[src/rtl/loop_nest_pkg.sv]
// Shared state encoding and default widths for the two-level loop sequencer.
// Pure declarations; no latency or flow control of its own.
package loop_nest_pkg;
    typedef enum logic [1:0] {
        IDLE  = 2'd0,
        RUN   = 2'd1,
        DONE  = 2'd2,
        CLEAR = 2'd3
    } state_t;

    localparam int OUT_W_DEF = 8;
    localparam int IN_W_DEF  = 8;
    localparam int ACT_N_DEF = 2;
    localparam int ACT_W_DEF = 8;
endpackage

[src/rtl/loop_nest_seq_act_bank.sv]
// ACT_N wrapping action counters; clear wins over increment, update lands next edge.
// No backpressure: the owner gates i_inc (stall/abort) before it reaches the bank.
module act_bank #(
    parameter int ACT_N = 2,
    parameter int ACT_W = 8
) (
    input  logic                   clk,
    input  logic                   rst_n,
    input  logic                   i_clr,
    input  logic                   i_inc,
    input  logic [ACT_N-1:0]       i_en,
    output logic [ACT_N*ACT_W-1:0] o_cnt
);
    genvar k;
    generate
        for (k = 0; k < ACT_N; k++) begin : g_ch
            always_ff @(posedge clk or negedge rst_n) begin
                if (!rst_n) begin
                    o_cnt[k*ACT_W +: ACT_W] <= '0;
                end else if (i_clr) begin
                    o_cnt[k*ACT_W +: ACT_W] <= '0;
                end else if (i_inc && i_en[k]) begin
                    o_cnt[k*ACT_W +: ACT_W] <= o_cnt[k*ACT_W +: ACT_W] + ACT_W'(1);
                end
            end
        end
    endgenerate
endmodule

[src/rtl/loop_nest_seq.sv]
// Two-level loop sequencer: one body per RUN cycle, first step one cycle after start.
// stall freezes indices/counters while running; abort returns to IDLE without done.
module loop_nest_seq
    import loop_nest_pkg::*;
#(
    parameter int OUT_W    = OUT_W_DEF,
    parameter int IN_W     = IN_W_DEF,
    parameter int ACT_N    = ACT_N_DEF,
    parameter int ACT_W    = ACT_W_DEF,
    parameter bit CLR_DONE = 1'b1
) (
    input  logic                   clk,
    input  logic                   rst_n,
    input  logic                   start,
    input  logic                   abort,
    input  logic                   stall,
    input  logic [OUT_W-1:0]       outer_last,
    input  logic [IN_W-1:0]        inner_last,
    input  logic [ACT_N-1:0]       act_en,
    output logic                   busy,
    output logic                   step,
    output logic [OUT_W-1:0]       x,
    output logic [IN_W-1:0]        y,
    output logic [ACT_N*ACT_W-1:0] act,
    output logic                   done
);
    state_t           r_state;
    logic [OUT_W-1:0] r_ol;
    logic [IN_W-1:0]  r_il;
    logic [ACT_N-1:0] r_en;
    logic             r_busy;
    logic             r_step;
    logic             r_done;
    logic [OUT_W-1:0] r_x;
    logic [IN_W-1:0]  r_y;

    logic w_body;
    logic w_last;
    logic w_clr;

    assign w_body = (r_state == RUN) && !abort && !stall;
    assign w_last = (r_x == r_ol) && (r_y == r_il);
    assign w_clr  = ((r_state == IDLE) && start) || (r_state == CLEAR);

    act_bank #(
        .ACT_N (ACT_N),
        .ACT_W (ACT_W)
    ) u_act_bank (
        .clk   (clk),
        .rst_n (rst_n),
        .i_clr (w_clr),
        .i_inc (w_body),
        .i_en  (r_en),
        .o_cnt (act)
    );

    always_ff @(posedge clk or negedge rst_n) begin
        if (!rst_n) begin
            r_state <= IDLE;
            r_ol    <= '0;
            r_il    <= '0;
            r_en    <= '0;
            r_busy  <= 1'b0;
            r_step  <= 1'b0;
            r_done  <= 1'b0;
            r_x     <= '0;
            r_y     <= '0;
        end else begin
            r_step <= 1'b0;
            r_done <= 1'b0;
            case (r_state)
                IDLE: begin
                    if (start) begin
                        r_ol    <= outer_last;
                        r_il    <= inner_last;
                        r_en    <= act_en;
                        r_x     <= '0;
                        r_y     <= '0;
                        r_busy  <= 1'b1;
                        r_state <= RUN;
                    end
                end
                RUN: begin
                    if (abort) begin
                        r_x     <= '0;
                        r_y     <= '0;
                        r_busy  <= 1'b0;
                        r_state <= IDLE;
                    end else if (!stall) begin
                        r_step <= 1'b1;
                        // Indices park on the final body so x/y read back the last pair.
                        if (w_last) begin
                            r_state <= DONE;
                        end else if (r_y == r_il) begin
                            r_y <= '0;
                            r_x <= r_x + OUT_W'(1);
                        end else begin
                            r_y <= r_y + IN_W'(1);
                        end
                    end
                end
                DONE: begin
                    r_busy <= 1'b0;
                    if (abort) begin
                        r_x     <= '0;
                        r_y     <= '0;
                        r_state <= IDLE;
                    end else begin
                        r_done  <= 1'b1;
                        r_state <= CLR_DONE ? CLEAR : IDLE;
                    end
                end
                CLEAR: begin
                    r_x     <= '0;
                    r_y     <= '0;
                    r_state <= IDLE;
                end
                default: r_state <= IDLE;
            endcase
        end
    end

    assign busy = r_busy;
    assign step = r_step;
    assign done = r_done;
    assign x    = r_x;
    assign y    = r_y;
endmodule

[config.mk]
export PLATFORM = sky130hd
export DESIGN_NAME = loop_nest_seq
export DESIGN_NICKNAME = d
export VERILOG_FILES = /design/src/rtl/loop_nest_pkg.sv /design/src/rtl/loop_nest_seq_act_bank.sv /design/src/rtl/loop_nest_seq.sv
export SDC_FILE = /design/constraint.sdc
export NUM_CORES = 1
export LEC_CHECK = 0
export ABC_CLOCK_PERIOD_IN_PS = 2500
export CORE_MARGIN = 2
export CORE_UTILIZATION = 63
export DETAILED_ROUTE_END_ITERATION = 8
export DONT_BUFFER_PORTS = 1
export PLACE_DENSITY = 0.76
export SLEW_MARGIN = 0
export SYNTH_ARGS = -nofsm -noshare
export SYNTH_HDL_FRONTEND = slang
export SYNTH_HIERARCHICAL = 1
export SYNTH_SLANG_ARGS = --single-unit
export TNS_END_PERCENT = 20
[constraint.sdc]
create_clock -name clk -period 2.5 [get_ports clk]
set_input_delay 0.5 -clock clk [delete_from_list [all_inputs] [get_ports clk]]
set_output_delay 0.5 -clock clk [all_outputs]
set_load 0.03 [all_outputs]
==> summary.txt <==
Clock network
  • Clk buf depth: 2
  • # Post-CTS Setup Buffers: 0
  • TritonCTS Buffers: 5
  • TritonCTS clock tree: yes
  • # H-tree levels: 2
  • Root buffer cell: clkbuf_8
  • TritonCTS Sinks: 55
  • Clk Latency, worst-skew pair: 300 ps
  • CTS clock-pin slew for the worst setup and hold paths: 100 ps

Timing
  • Hold Violations, Final: 0
  • Max-slew violation count: 0
  • Min Tclk post-route: 2180 ps
  • Worst Tran Pin Value: 642 ps
  • Setup TNS: 0 ps
  • Hold WS: 44.9 ps
  • Crit share post-route: 0.872
  • Setup Skew: 7.65 ps
  • Fmax: 459 MHz
  • Final setup vio count: 0
  • RSZ-0062 raised after global routing: false
  • Headroom to the max-slew limit: 0.572

Logic synthesis
  • Yosys cell types: 40
  • Yosys top cell area share: 0.470
  • Yosys reg bits: 55
  • Cell taking the most area after synthesis: dfrtp_1
  • Register area share after synthesis: 0.470
  • Primary FF master, synth: dfrtp_1
  • Mapped Cells: 276
  • Post-synthesis cell area: 2930 µm²
  • Mapped Nets: 308
  • Ys async rst share: 1.00
  • Syn. warnings: 6
  • Syn Area/Cell: 10.6 µm²
  • Post-synth EDFFs: 0
  • Synth top area cells: dfrtp_1 (47%), mux2_2 (8.1%), ha_1 (3.8%)

Layout
  • Commonest cells after routing, fill and taps aside: dfrtp_1 (55), nand2_1 (21), nor2_1 (21), mux2_2 (21), buf_4 (21)
  • Commonest non-fill, non-tap cell in the layout: dfrtp_1
  • Fin cells: 348
  • Area Overhead vs Synth: 9.69%
  • Layout Nets: 327
  • Final Util: 0.728
  • Fraction of layout cells with a size suffix above 1: 0.216
  • N_diodes: 0

Job
  • Max-cap check violation count: 0

Critical path
  • Reg2reg setup slack: 320 ps
  • R2R Path Start: r_state[1]
  • Startpoint types: register
  • Critical path capture point type: register
  • Reg2reg end: u_act_bank/o_cnt[15]
  • Crit Path Class: register to register
  • Worst EP required: 2700 ps
  • Reg2Reg Depth: 7
  • Arr. time, crit path: 2380 ps
  • Crit Path Max Fanout: 5

Power
  • Design Power: 2850 µW
  • Sw power: 1090 µW
  • Switch share: 0.381
  • P per Cell Area: 887 nW/µm²
  • Max IR drop VDD: 0.589 mV
  • Fraction of power consumed by sequential logic: 0.476
  • Pint: 1770 µW
  • Part of the power in the clock network: 0.164
  • Static leakage: 0.00141 µW
  • Gate power share: 0.360

Min path
  • Hold Crit Class: input port to async pin

Die
  • DIE WIDTH: 72.2 µm
  • Site row count: 24
  • Die height: 72.2 µm
  • Die area: 5210 µm²
  • # IOs: 58
  • Starting Density: 0.664
  • Core ar.: 4410 µm²

GRT
  • Vias in the first global route: 2150
  • Total gr overflow: 0
  • Initial antenna violation count: 0
  • First-pass GRT wire length: 9880 µm
  • Largest net degree at the start of global routing: 56
  • All-Layer GR Usage: 0.244

Status
  • Status: complete, no violations

Route
  • Vias: 2101
  • # DRC: 0
  • Drt first pass iters: 4
  • Number of routed nets with antenna violations: 0
  • DR iter-0 viols: 80
  • Via-to-Cell Ratio: 6.04
  • Routed WL: 5640 µm
  • Routed WL per cell: 16.2 µm

Placement
  • DP Cell Count: 339
  • HPWL after detailed placement: 4170 µm
  • GPL Wtd Cong: 0.828
  • Number of port buffers: 0
-- worst max-delay path: stages (launching register included) --
cell and delay (ps):
dfrtp_1 420, inv_1 110, ha_1 200, nand2b_1 80, nor2_1 340, nand4_1 240
nor4_1 310, mux2_2 370
-- cells by family (layout without fill, tap and decap cells) --
kind of cell	count (synthesis)	in the layout	share of synthesized area
flops	55	55	0.470
xor+xnor	23	23	0.0828
compound gates	51	51	0.108
mux	22	22	0.0841
buf+inv	20	40	0.0312
fa+ha+maj	9	9	0.0384
simple gates	96	96	0.185
-- power groups by stage --
stage	clock [µW]	combinational [µW]	sequential [µW]
global route	516	1140	1390
detailed placement	0	998	1380
finish	468	1030	1360
global placement	0	972	1370
CTS	485	1030	1360
floorplan	0	708	1410
-- cells in the mapped netlist, types with 6 or more instances --
cell	number
dfrtp_1	55
mux2_2	21
nand2_1	21
nor2_1	21
a21oi_1	16
o21ai_0	13
inv_1	10
xor2_1	10
ha_1	9
nand3_1	9
xnor2_1	9
nand4_1	8
clkbuf_1	7
or3_1	7
nor2b_1	6
o211ai_1	6
o31ai_1	6
-- repair_timing --
action | 4_1_cts | 5_1_grt
hold buffers | 1 | 0
endpoints found under the hold margin | 55 | 0
gates resized for setup | 0 | 1
endpoints found under the setup margin | 0 | 4
-- layout make-up --
cell class              instances  area, µm²
multi-input cells             201       1470
fillers                       321       1200
clock buffers                   5       68.8
inverters                      10       37.5
flip-flops and latches         55       1380
clock inverters                 3       15.0
well taps                      52       65.1
repair buffers                 22        185
-- registers in the layout, indices dropped and copies added (netlist names) --
register	flops
busy	1
done	1
r_en	2
r_il	8
r_ol	8
r_state	2
step	1
u_act_bank/o_cnt	16
x	8
y	8
-- metal layers --
metal / global-route usage / up-vias / part of all wire
met5: 0 / - / 0
met4: 0.0881 / 0 / 0.020
met3: 0.0694 / 13 / 0.060
met2: 0.383 / 59 / 0.49
met1: 0.325 / 1008 / 0.43
li1: - / 1021 / -
-- how the worst max path moves through the flow --
stage | from | endpoint | slack, ps | depth (start not counted)
floorplan | y[3] | x[6] | 390 | 7
global placement | r_state[1] | x[7] | 310 | 7
detailed placement | r_state[1] | y[5] | 220 | 8
CTS | r_state[1] | y[5] | 200 | 8
global route | r_state[1] | u_act_bank/o_cnt[15] | 150 | 7
finish | r_state[1] | u_act_bank/o_cnt[15] | 320 | 7
-- through the flow --
stage | worst slack (ps) | area [µm²]
final | 321 | 3210
after global routing | 147 | 3210
after CTS | 195 | 3210
after detailed placement | 219 | 3100
after global placement | 309 | 3100
after floorplan | 391 | 2930
(Power assumes the default switching activity.)
